==> config.mk <==
export PLATFORM = sky130hd
export DESIGN_NAME = serial_subtractor
export DESIGN_NICKNAME = d
export VERILOG_FILES = /design/src/rtl/serial_subtractor.sv
export SDC_FILE = /design/constraint.sdc
export NUM_CORES = 1
export LEC_CHECK = 0
export CAP_MARGIN = 10
export CORE_ASPECT_RATIO = 2
export CORE_MARGIN = 2
export CORE_UTILIZATION = 40
export CTS_CLUSTER_SIZE = 12
export DETAILED_ROUTE_END_ITERATION = 16
export GPL_TIMING_DRIVEN = 0
export RECOVER_POWER = 100
export SLEW_MARGIN = 20
export SYNTH_ARGS = -nofsm -noshare
export SYNTH_HDL_FRONTEND = slang
export SYNTH_SLANG_ARGS = --single-unit
==> constraint.sdc <==
create_clock -name Clk -period 1.45 [get_ports Clk]
set_input_delay 0.2175 -clock Clk [delete_from_list [all_inputs] [get_ports Clk]]
set_output_delay 0.2175 -clock Clk [all_outputs]
set_load 0.01 [all_outputs]
==> src/rtl/serial_subtractor.sv <==
// Bit-serial WIDTH-bit subtractor (Diff = A - B, LSB first) with a Start/Busy/Done handshake.
// Optional build macro SERIAL_SUB_SAT_EN: clamp Diff to zero when the final borrow is set.
module serial_subtractor #(
  parameter int WIDTH = 4
) (
  input  logic             Clk,
  input  logic             Rst,
  input  logic             En,
  input  logic [WIDTH-1:0] A,
  input  logic [WIDTH-1:0] B,
  output logic             Busy,
  output logic             Done,
  output logic [WIDTH-1:0] Diff,
  output logic             Borrow
);

  localparam int CW = $clog2(WIDTH + 1);
  localparam logic [CW-1:0] LAST = CW'(WIDTH - 1);

  localparam logic [1:0] IDLE  = 2'd0;
  localparam logic [1:0] SHIFT = 2'd1;
  localparam logic [1:0] FIN   = 2'd2;

  logic [1:0]       state;
  logic [WIDTH-1:0] a_sr, b_sr, res_sr;
  logic [CW-1:0]    cnt;
  logic             br;
  logic             d, br_nxt;

  // One full-subtractor slice on the current LSBs.
  always_comb begin
    d      = a_sr[0] ^ b_sr[0] ^ br;
    br_nxt = (~a_sr[0] & b_sr[0]) | (~(a_sr[0] ^ b_sr[0]) & br);
  end

  assign Busy = (state == SHIFT);

  always_ff @(posedge Clk or posedge Rst) begin
    if (Rst) begin
      state  <= IDLE;
      a_sr   <= '0;
      b_sr   <= '0;
      res_sr <= '0;
      cnt    <= '0;
      br     <= 1'b0;
      Done   <= 1'b0;
      Diff   <= '0;
      Borrow <= 1'b0;
    end else begin
      Done <= 1'b0;
      case (state)
        IDLE: begin
          if (En) begin
            a_sr  <= A;
            b_sr  <= B;
            br    <= 1'b0;
            cnt   <= '0;
            state <= SHIFT;
          end
        end
        SHIFT: begin
          a_sr   <= a_sr >> 1;
          b_sr   <= b_sr >> 1;
          res_sr <= {d, res_sr[WIDTH-1:1]};
          br     <= br_nxt;
          cnt    <= cnt + 1'b1;
          if (cnt == LAST) state <= FIN;
        end
        FIN: begin
`ifdef SERIAL_SUB_SAT_EN
          Diff <= br ? '0 : res_sr;
`else
          Diff <= res_sr;
`endif
          Borrow <= br;
          Done   <= 1'b1;
          state  <= IDLE;
        end
        default: state <= IDLE;
      endcase
    end
  end

endmodule

==> impl_results.md, run 1 <==
- Outcome: finished, final reports clean
- Register area share after synthesis: 57.9%
- Largest net degree at the start of global routing: 25
- Max stage delay on crit path: 0.54 ns
- Worst-Margin Slew: 0.893 ns
- R2r setup slk: 0.14 ns
- Detailed placer's ending HPWL: 1480 um
- Max cap viols: 0
- Drt first pass iters: 4
- Final Max Slew Viols: 0
- Worst slew margin relative to its limit: 40.4%
- Setup TNS Final: 0 ns
- Remaining antenna violation count: 0
- Worst-path fanout max: 2
- Final min period: 1.36 ns
- Layout area overhead: 26.7%
- Top delay family on crit path: buffers and inverters
- Antenna diode count: 0
- Final Core Density: 52.4%
- EDFF count, synth: 0
- RePlAce Congestion: 0.728
- Worst path depth: 1
- Final nets: 123
- CTS tree: yes
- R2R Path End: res_sr[2]
- Wire per inst: 14.7 um
- # setup viols final: 0
- Io pins: 18
- Placed cells: 130
- Number of non-filler instances in the completed layout: 136
- Total area of sequential cells: 602 um2
- Fmax: 734 MHz
- Post-Syn Nets: 99
- DRC Markers: 0
- IO Port Bufs: 17
- Multi-input gate area: 390 um2
- Final period util: 93.9%
- Die X: 40.0 um
- Critical Path AT: 1.14 ns
- PwrDens: 2100 nW/um2
- Cells along the critical path: clkdlybuf4s50_1
- DIE AREA: 3040 um2
- Initial antenna violation count: 0
- GRT Overall Usage: 15.9%
- Clock-pin slew on the worst setup and hold paths: 0.08 ns
- CP startpoint kind: flip-flop
- CTS Hold Bufs: 0
- Final WL: 2000 um
- Initial DRC Count: 23
- Num CTS Buffers: 3
- Overflow left after global routing: 0
- Place WS: -0.0877 ns
- Syn. warnings: 0
- Req. time, crit path: 1.23 ns
- Fill cells: 234
- VDD IR-drop max: 1.22 mV
- Ys async rst share: 100%
- Post-Synthesis Cell Area: 1040 um2
- Yosys cell types: 23
- #FFs+latches synth: 24
- Rows: 26
- Vias in the first global route: 821
- Synth Instances: 85
- Die height: 76.0 um
- Worst clock skew: 0.00523 ns
- Avg Inst Size Synth: 12.2 um2
- Core ar.: 2500 um2
- Ratio of cells with drive above 1 in the final layout: 19.4%
- Worst path slowest cell: clkdlybuf4s50_1
- R2R depth: 4
- Critical path buffers and inverters: 1
- Crit Path Class: reg -> out
- Global-route wire length before repair: 3480 um
- CTS max path bufs: 2
- Clock Latency Late Sink: 0.26 ns
- Worst Setup SP: Borrow
- Starting Density: 41.4%
- Dominant synthesized flop cell: dfrtp_1
- RSZ-0062 raised after global routing: false
- H-tree levels: 1
- Worst reg2reg path startpoint: state[0]
- Final-report hold violation count: 0
- Min setup slack post-route: 0.0883 ns
- Vias: 751
- Leakage: 0.000596 uW
- CP Capture Type: output port
- Fin Hold WS: 0.504 ns
- Worst setup path end: Borrow
- Sink Count: 24
- Hold Crit Class: reg -> reg
- CTS root buf: clkbuf_8
- Vias/cell: 5.52
kinds of logic (layout without fill, tap and decap cells):
kind of cell	count (synthesis)	after routing	share of synthesized area, %
AOI/OAI and AO/OA	30	30	17.0
adders and majority gates	3	3	4.34
buffers and inverters	9	32	4.46
DFF	24	24	57.9
muxes	8	8	8.69
and+or+nand+nor	11	11	7.60
report_power, final:
part	total (uW)	switching [uW]	leakage [uW]	internal (uW)
sequential	1160	189	0.000298	972
clock	445	203	0.0000288	242
combinational	1160	553	0.000269	606
worst min-delay path by stage:
stage                   end  slack (ns)  cells after the start   start
floorplan            Borrow        0.23                      1     Rst
global placement     cnt[2]        0.47                      1  cnt[2]
detailed placement   cnt[2]        0.47                      1  cnt[2]
CTS                 Diff[0]        0.49                      2     Rst
global route         cnt[2]        0.52                      1  cnt[2]
finish               cnt[2]        0.50                      1  cnt[2]
area by class of cell:
| type | instances | share of cell area (%) |
|---|---|---|
| plain buffers | 3 | 2.10 |
| multi-input cells | 52 | 29.7 |
| clock buffers | 4 | 4.19 |
| repair buffers | 19 | 13.8 |
| flip-flops and latches | 24 | 45.8 |
| inverters | 6 | 1.71 |
| well taps | 28 | 2.67 |
synthesized netlist by cell type (2+ instances only):
cell type  count  area, um2
a21oi_1        7       35.0
a22o_1         2       17.5
dfrtp_1       24        601
ha_1           2       25.0
inv_1          5       18.8
mux2_2         8       90.1
nand2_1        3       11.3
nor2_1         2       7.51
o21ai_0        7       35.0
o22ai_1       12       75.1
flip-flops by register name, indices dropped and copies added, names as in the netlist, 2 cells and up:
name and flops:
res_sr 4, Diff 4, b_sr 4, cnt 3, a_sr 4, state 2
stage by stage:
stage | instance area (um2) | total power [uW]
global route | 1310 | 2990
finish | 1310 | 2760
detailed placement | 1240 | 2330
CTS | 1320 | 2810
floorplan | 1040 | 1910
global placement | 1240 | 2270
what timing repair did:
item	in CTS	in global routing
gates resized for setup	4	2
endpoints found under the setup margin	1	1
setup buffers	2	0
layout by cell type (no fill, tap or decap), drive strengths merged, types with 3 or more instances in the layout:
cell,netlist,layout
dfrtp,24,24
clkdlybuf4s50,0,14
o22ai,12,12
mux2,8,8
o21ai,8,8
a21oi,7,7
inv,6,6
clkbuf,0,5
buf,3,4
nand2,3,3
nor2,3,3
layer usage:
metal | global-route usage, % | wire [um]
met3 | 1.75 | 51
met1 | 18.8 | 768
met2 | 26.3 | 1150
met4 | 7.59 | 25
met5 | 0 | 0
(Power assumes the default switching activity.)
==> run 2: changes to the inputs <==
--- a/config.mk
+++ b/config.mk
@@ -13,6 +13,7 @@
 export DETAILED_ROUTE_END_ITERATION = 16
 export GPL_TIMING_DRIVEN = 0
 export RECOVER_POWER = 100
+export SKIP_CTS_REPAIR_TIMING = 1
 export SLEW_MARGIN = 20
 export SYNTH_ARGS = -nofsm -noshare
 export SYNTH_HDL_FRONTEND = slang
==> impl_results.md, run 2 (same netlist as run 1, synthesis figures left out) <==
- Cells along the critical path: nand2b_4 > inv_1 > clkbuf_2
- PwrDens: 2100 nW/um2
- Final-report hold violation count: 0
- # setup viols final: 0
- Final Core Density: 51.2%
- Io pins: 18
- Global-route wire length before repair: 3370 um
- Placed Area: 1240 um2
- Fmax: 731 MHz
- Sink Count: 24
- Top delay family on crit path: flip-flops
- CP Capture Type: output port
- Die X: 40.0 um
- R2R Path End: Diff[2]
- GRT Overall Usage: 15.4%
- Vias: 739
- WHS Path Cells: 1
- Final Cell Area: 1280 um2
- Initial DRC Count: 27
- Worst-Margin Slew: 0.888 ns
- Hold path endpoint: cnt[2]
- Logic pwr share: 40.4%
- Commonest cells after routing, fill and taps aside: dfrtp_1, clkdlybuf4s50_1, o22ai_1
- Initial antenna violation count: 0
- Critical path buffers and inverters: 2
- Leakage: 0.000572 uW
- CP startpoint kind: flip-flop
- Fin Hold WS: 0.496 ns
- Num CTS Buffers: 3
- Worst path slowest cell: dfrtp_2
- Outcome: finished, final reports clean
- Req. time, crit path: 1.23 ns
- Core ar.: 2500 um2
- Max stage delay on crit path: 0.44 ns
- CTS root buf: clkbuf_8
- RePlAce Congestion: 0.728
- Final min period: 1.37 ns
- Vias in the first global route: 788
- Fill cells: 236
- CTS tree: yes
- CTS max path bufs: 2
- Final WL: 1950 um
- Worst slew margin relative to its limit: 40.7%
- RSZ-0062 raised after global routing: false
- Switch share: 33.8%
- DIE AREA: 3040 um2
- Ratio of cells with drive above 1 in the final layout: 18.7%
- Power Total: 2700 uW
- Largest net degree at the start of global routing: 25
- R2r setup slk: 0.13 ns
- H-tree levels: 1
- Sw Pwr: 911 uW
- Critical Path AT: 1.15 ns
- Internal Power: 1780 uW
- Rows: 26
- Wire per inst: 14.4 um
- HP Start: cnt[2]
- Final period util: 94.3%
- Layout area overhead: 23.8%
- Drt first pass iters: 4
- Final Max Slew Viols: 0
- Clock-pin slew on the worst setup and hold paths: 0.08 ns
- IO Port Bufs: 17
- Final nets: 122
- Remaining antenna violation count: 0
- VDD IR-drop max: 1.14 mV
- Antenna diode count: 0
- Worst clock skew: 0.00446 ns
- Die height: 76.0 um
- Setup TNS Final: 0 ns
- DRC Markers: 0
- Commonest non-fill, non-tap cell in the layout: dfrtp_1
- Vias/cell: 5.47
- Starting Density: 41.4%
- Max cap viols: 0
- Hold Crit Class: reg -> reg
- Clock Power Share: 16.5%
- R2R depth: 3
- Sequential power share: 43.1%
- Worst reg2reg path startpoint: state[0]
- Crit Path Class: reg -> out
- Overflow left after global routing: 0
- Worst-path fanout max: 5
- Detailed placer's ending HPWL: 1480 um
- Clock Latency Late Sink: 0.26 ns
-- run 2: cell types whose count changed in the layout (fill, tap and decap cells not counted) --
cell	before	now
inv_1	4	5
nor2_2	0	1
clkdlybuf4s15_1	1	0
o21ai_1	1	0
buf_6	2	1
clkbuf_2	0	1
inv_2	2	1
nor2_8	1	0
o21ai_0	7	8
-- run 2: metrics by stage --
stage                     worst slack, ns  cells
after floorplan                     0.347     85
after global placement            -0.0886    130
after detailed placement          -0.0877    130
after CTS                          -0.383    134
after global routing               0.0181    135
final                              0.0825    135
-- run 2: layer usage --
layer  track usage [%]  wire (um)  share of wire [%]
met1              18.2        721                 37
met2              26.0       1120                 57
met3              1.75         86                4.4
met4              6.21         25                1.3
met5                 0          0                  0
-- run 2: worst max-delay path by stage --
stage | depth (start not counted) | start | to
4_1_cts | 3 | state[1] | Busy
3_5_place_dp | 3 | state[1] | Busy
5_1_grt | 2 | Rst | state[1]
2_1_floorplan | 3 | a_sr[0] | res_sr[3]
3_3_place_gp | 3 | state[1] | Busy
6_report | 3 | state[1] | Busy
-- run 2: layout make-up --
type | count | area [um2] | area share (%)
clock buffer | 4 | 55.1 | 4.29
multi-input combinational | 52 | 377 | 29.3
buffer | 3 | 23.8 | 1.85
sequential | 24 | 602 | 46.9
timing repair buffer | 18 | 169 | 13.2
tap | 28 | 35.0 | 2.73
inverter | 6 | 22.5 | 1.75
-- run 2: power groups by stage --
stage,clock (uW),combinational [uW],sequential (uW)
floorplan,0,751,1160
detailed placement,0,1150,1190
CTS,455,1150,1170
global route,480,1230,1200
global placement,0,1110,1170
finish,445,1090,1160
-- run 2: worst reg2reg max path: stages (launching register included) --
cell and delay (ns):
dfrtp_1 0.37, buf_4 0.16, nor2_2 0.30, mux2_2 0.38
